[src/rtl/mux4_to_1_pkg.sv]
// -----------------------------------------------------------------------------
// mux4_to_1_pkg
//   Shared constants for the 4-way word selector: the select codes used on the
//   2-bit Selector field and the default datapath width.
// -----------------------------------------------------------------------------
package mux4_to_1_pkg;

  localparam int DATAPATH_WIDTH = 32;

  localparam logic [1:0] SEL_R0 = 2'd0;
  localparam logic [1:0] SEL_R1 = 2'd1;
  localparam logic [1:0] SEL_R2 = 2'd2;
  localparam logic [1:0] SEL_R3 = 2'd3;

endpackage : mux4_to_1_pkg

[src/rtl/mux4_comb.sv]
// -----------------------------------------------------------------------------
// mux4_comb
//   Purely combinational 4:1 word select core.
// Ports
//   sel  in  2      word select (SEL_R0..SEL_R3)
//   r0   in  WIDTH  candidate word 0
//   r1   in  WIDTH  candidate word 1
//   r2   in  WIDTH  candidate word 2
//   r3   in  WIDTH  candidate word 3
//   y    out WIDTH  selected word
// -----------------------------------------------------------------------------
module mux4_comb
  import mux4_to_1_pkg::*;
#(
  parameter int WIDTH = DATAPATH_WIDTH
) (
  input  logic [1:0]       sel,
  input  logic [WIDTH-1:0] r0,
  input  logic [WIDTH-1:0] r1,
  input  logic [WIDTH-1:0] r2,
  input  logic [WIDTH-1:0] r3,
  output logic [WIDTH-1:0] y
);

  // An X/Z select matches none of the explicit codes in simulation and falls
  // through to the default, so the output goes to zero instead of X.
  always_comb begin
    y = '0;
    case (sel)
      SEL_R0:  y = r0;
      SEL_R1:  y = r1;
      SEL_R2:  y = r2;
      SEL_R3:  y = r3;
      default: y = '0;
    endcase
  end

endmodule : mux4_comb

[src/rtl/mux4_to_1.sv]
// -----------------------------------------------------------------------------
// mux4_to_1
//   4-input WIDTH-bit word selector, used to pick ALU operands or a writeback
//   source from a 2-bit control field. With REGISTER_OUT=1 the selected word
//   is flopped (one cycle latency, asynchronous active-low clear); with
//   REGISTER_OUT=0 the select is purely combinational and clk/rst_n are unused.
// Ports
//   clk       in  1      system clock, rising edge
//   rst_n     in  1      asynchronous active-low reset (clears Result)
//   Selector  in  2      00->R0, 01->R1, 10->R2, 11->R3
//   R0..R3    in  WIDTH  candidate words
//   Result    out WIDTH  selected word
// -----------------------------------------------------------------------------
module mux4_to_1
  import mux4_to_1_pkg::*;
#(
  parameter int WIDTH        = DATAPATH_WIDTH,
  parameter bit REGISTER_OUT = 1'b1
) (
  input  logic             clk,
  input  logic             rst_n,
  input  logic [1:0]       Selector,
  input  logic [WIDTH-1:0] R0,
  input  logic [WIDTH-1:0] R1,
  input  logic [WIDTH-1:0] R2,
  input  logic [WIDTH-1:0] R3,
  output logic [WIDTH-1:0] Result
);

  logic [WIDTH-1:0] sel_word_p0;

  mux4_comb #(
    .WIDTH (WIDTH)
  ) u_core (
    .sel (Selector),
    .r0  (R0),
    .r1  (R1),
    .r2  (R2),
    .r3  (R3),
    .y   (sel_word_p0)
  );

  // ---- stage p0 -> p1: output register ----
  if (REGISTER_OUT) begin : g_reg
    logic [WIDTH-1:0] result_p1;

    always_ff @(posedge clk or negedge rst_n) begin
      if (!rst_n) begin
        result_p1 <= '0;
      end else begin
        result_p1 <= sel_word_p0;
      end
    end

    assign Result = result_p1;
  end else begin : g_comb
    // Clock and reset have no role in the combinational build.
    logic unused_clk_rst;
    assign unused_clk_rst = clk ^ rst_n;

    assign Result = sel_word_p0;
  end

endmodule : mux4_to_1

[config.mk]
export PLATFORM = sky130hd
export DESIGN_NAME = mux4_to_1
export DESIGN_NICKNAME = d
export VERILOG_FILES = /design/src/rtl/mux4_to_1_pkg.sv /design/src/rtl/mux4_comb.sv /design/src/rtl/mux4_to_1.sv
export SDC_FILE = /design/constraint.sdc
export NUM_CORES = 1
export LEC_CHECK = 0
export CAP_MARGIN = 20
export CORE_MARGIN = 1.5
export CORE_UTILIZATION = 31
export CTS_BUF_LIST = sky130_fd_sc_hd__clkbuf_4 sky130_fd_sc_hd__clkbuf_8 sky130_fd_sc_hd__clkbuf_16
export DETAILED_ROUTE_END_ITERATION = 6
export GPL_TIMING_DRIVEN = 0
export HOLD_SLACK_MARGIN = 0.12
export PLACE_DENSITY = 0.95
export SYNTH_ARGS = -nofsm -noshare
export SYNTH_HDL_FRONTEND = slang
export SYNTH_SLANG_ARGS = --single-unit
export TNS_END_PERCENT = 20
[constraint.sdc]
create_clock -name clk -period 0.8 [get_ports clk]
set_input_delay 0.12 -clock clk [delete_from_list [all_inputs] [get_ports clk]]
set_output_delay 0.12 -clock clk [all_outputs]
set_load 0.01 [all_outputs]
==> impl_metrics.env <==
export IMPL_drt_wirelength_per_cell_microns=18.92
export IMPL_cp_required_ns=0.68
export IMPL_cts_sinks=32
export IMPL_yosysWarnings=0
export IMPL_ir_drop_mv=0.6848
export IMPL_h_tree_depth=2
export IMPL_path_max_fanout=1
export IMPL_fmax_ghz=1.085
export IMPL_drt_met1_wl_microns=1960
export IMPL_vias=1460
export IMPL_post_place_ws_ns=-0.7202
export IMPL_die_area_sq_um=5653
export IMPL_final_core_util_pct=66.77
export IMPL_antenna_found_initial=0
export IMPL_highest_layer="met4"
export IMPL_setup_viol=34
export IMPL_path_cells="buf_6"
export IMPL_yosysSeqAreaShare_pct=49.57
export IMPL_portBuffers=162
export IMPL_ff_latch_area_sq_um=800.8
export IMPL_initial_core_util_pct=31.83
export IMPL_critPathBufInv=1
export IMPL_grt_usage_pct=20.23
export IMPL_p_leak_nw=1.874
export IMPL_slowest_stage="dfrtp_1"
export IMPL_io_pins=164
export IMPL_drive_gt1_share_pct=33.47
export IMPL_antenna_cells=0
export IMPL_syn_inst=71
export IMPL_synth_cell_types=6
export IMPL_syn2layout_area_growth_pct=109.8
export IMPL_tightest_slew_ns=0.6498
export IMPL_drtIter0Drc=35
export IMPL_fillers=393
export IMPL_syn_nets=203
export IMPL_path_clk_slew_ns=0.07
export IMPL_crit_path_end_kind="primary output"
export IMPL_drc_errors=0
export IMPL_maxSlewViolCount=0
export IMPL_final_common_cell="dlygate4sd2_1"
export IMPL_syn_area_sq_um=1615
export IMPL_dp_hpwl_microns=5170
export IMPL_grt_ovfl_total=0
export IMPL_totalWireLength_microns=5902
export IMPL_vias_per_cell=4.679
export IMPL_grt_max_degree=22
export IMPL_yosys_register_bits=32
export IMPL_grt_pass1_wl_microns=7976
export IMPL_crit_family="flip-flops"
export IMPL_hold_viol_final=11
export IMPL_critPathArrivalTime_ns=0.80
export IMPL_setup_slack_ns=-0.1216
export IMPL_coreArea_sq_um=5075
export IMPL_gp_congestion=0.7655
export IMPL_p_per_area_nw_per_um2=1376
export IMPL_dr_pass1_iters=4
export IMPL_fp_dieH_microns=75.19
export IMPL_post_cts_buffers=0
export IMPL_status="complete, but fails checks"
export IMPL_synth_area_per_cell_sq_um=22.75
export IMPL_multiInputGateArea_sq_um=720.7
export IMPL_ant_nets=0
export IMPL_cts_buffers=5
export IMPL_fin_crit_sh_pct=115.2
export IMPL_cts_tree="built"
export IMPL_largest_reg_flops=32
export IMPL_fin_nets=373
export IMPL_wl_met2_microns=3382
export IMPL_layout_common_cells="dlygate4sd2_1 (83), dlymetal6s2s_1 (44), dfrtp_1 (32), mux4_2 (32), buf_2 (20)"
export IMPL_start_kind="register"
export IMPL_cp_depth=1
export IMPL_crit_type="reg2out"
export IMPL_rsz0062_at_grt="true"
export IMPL_setup_worst_path_start="Result[22]$_DFF_PN0_"
export IMPL_cts_buffer_depth=2
export IMPL_finalPower_mw=4.663
export IMPL_ctsHoldBuffers=0
export IMPL_die_w_microns=75.19
export IMPL_fin_crit_ns=0.9216
export IMPL_slowest_delay_ns=0.39
export IMPL_dr_wl_met3_microns=462
export IMPL_clockRootBuffer="clkbuf_8"
export IMPL_endpoint="Result[22]"
export IMPL_hold_path_class="in2async"
export IMPL_cap_viol_max_count=0
export IMPL_grt_pass1_vias=1560
export IMPL_rows=26
export IMPL_hold_ws_ns=-0.1572
export IMPL_slew_headroom_pct=56.61
export IMPL_violations="hold timing, setup timing"
## worst min path at each step
stage / start / end / slack [ns] / cells after the start
after floorplan: rst_n / Result[0]$_DFF_PN0_ / -0.18 / 0
after detailed placement: Selector[0] / Result[30]$_DFF_PN0_ / 0.49 / 2
after global placement: Selector[0] / Result[28]$_DFF_PN0_ / 0.47 / 2
after CTS: Selector[0] / Result[30]$_DFF_PN0_ / 0.20 / 2
after global routing: rst_n / Result[28]$_DFF_PN0_ / -0.12 / 1
final: rst_n / Result[28]$_DFF_PN0_ / -0.16 / 1
## cell usage after synthesis
cell type  count  share of area, %
dfrtp_1       32                50
mux4_2        30                42
buf_12         3               3.7
buf_2          3              0.93
mux4_1         2               3.3
buf_6          1              0.70
## report_power, final
group / internal [mW] / leakage (nW) / switching [mW]
registers: 1.78 / 0.373 / 0.0547
logic: 0.856 / 1.44 / 0.431
clock network: 0.958 / 0.0586 / 0.582
## area by class of cell
class,count,share of cell area (%)
buffer,7,3.028
clock buffer,6,2.253
clock inverter,2,1.034
multi-input combinational,32,21.27
sequential,32,23.63
tap,70,2.585
timing repair buffer,163,46.20
## kinds of logic (layout without fill, tap and decap cells)
kind of cell	Yosys count	after routing	share of synthesized area (%)
flops	32	32	49.57
buf+inv	7	178	5.345
mux	32	32	45.08
## repair_timing
item / 4_1_cts / 5_1_grt
resized for setup: 224 / 51
endpoints found under the hold margin: 0 / 11
endpoints found under the setup margin: 64 / 84
## metal layers
| metal | track usage, % | vias up |
|---|---|---|
| li1 | - | 642 |
| met1 | 23.17 | 716 |
| met2 | 36.68 | 93 |
| met3 | 5.221 | 9 |
| met4 | 6.944 | 0 |
| met5 | 0 | - |
## per-stage QoR
| stage | std cells | hold slack, ns | TNS, ns | instance area (sq um) |
|---|---|---|---|---|
| finish | 312 | -0.1572 | -3.000 | 3388 |
| global route | 312 | -0.1242 | -3.886 | 3388 |
| CTS | 312 | 0.1962 | -4.014 | 3256 |
| detailed placement | 304 | 0.4932 | -34.79 | 3361 |
| global placement | 303 | 0.4709 | -54.93 | 3333 |
| floorplan | 71 | -0.1756 | -5.269 | 1624 |
Power figures use the tool's default switching activity.
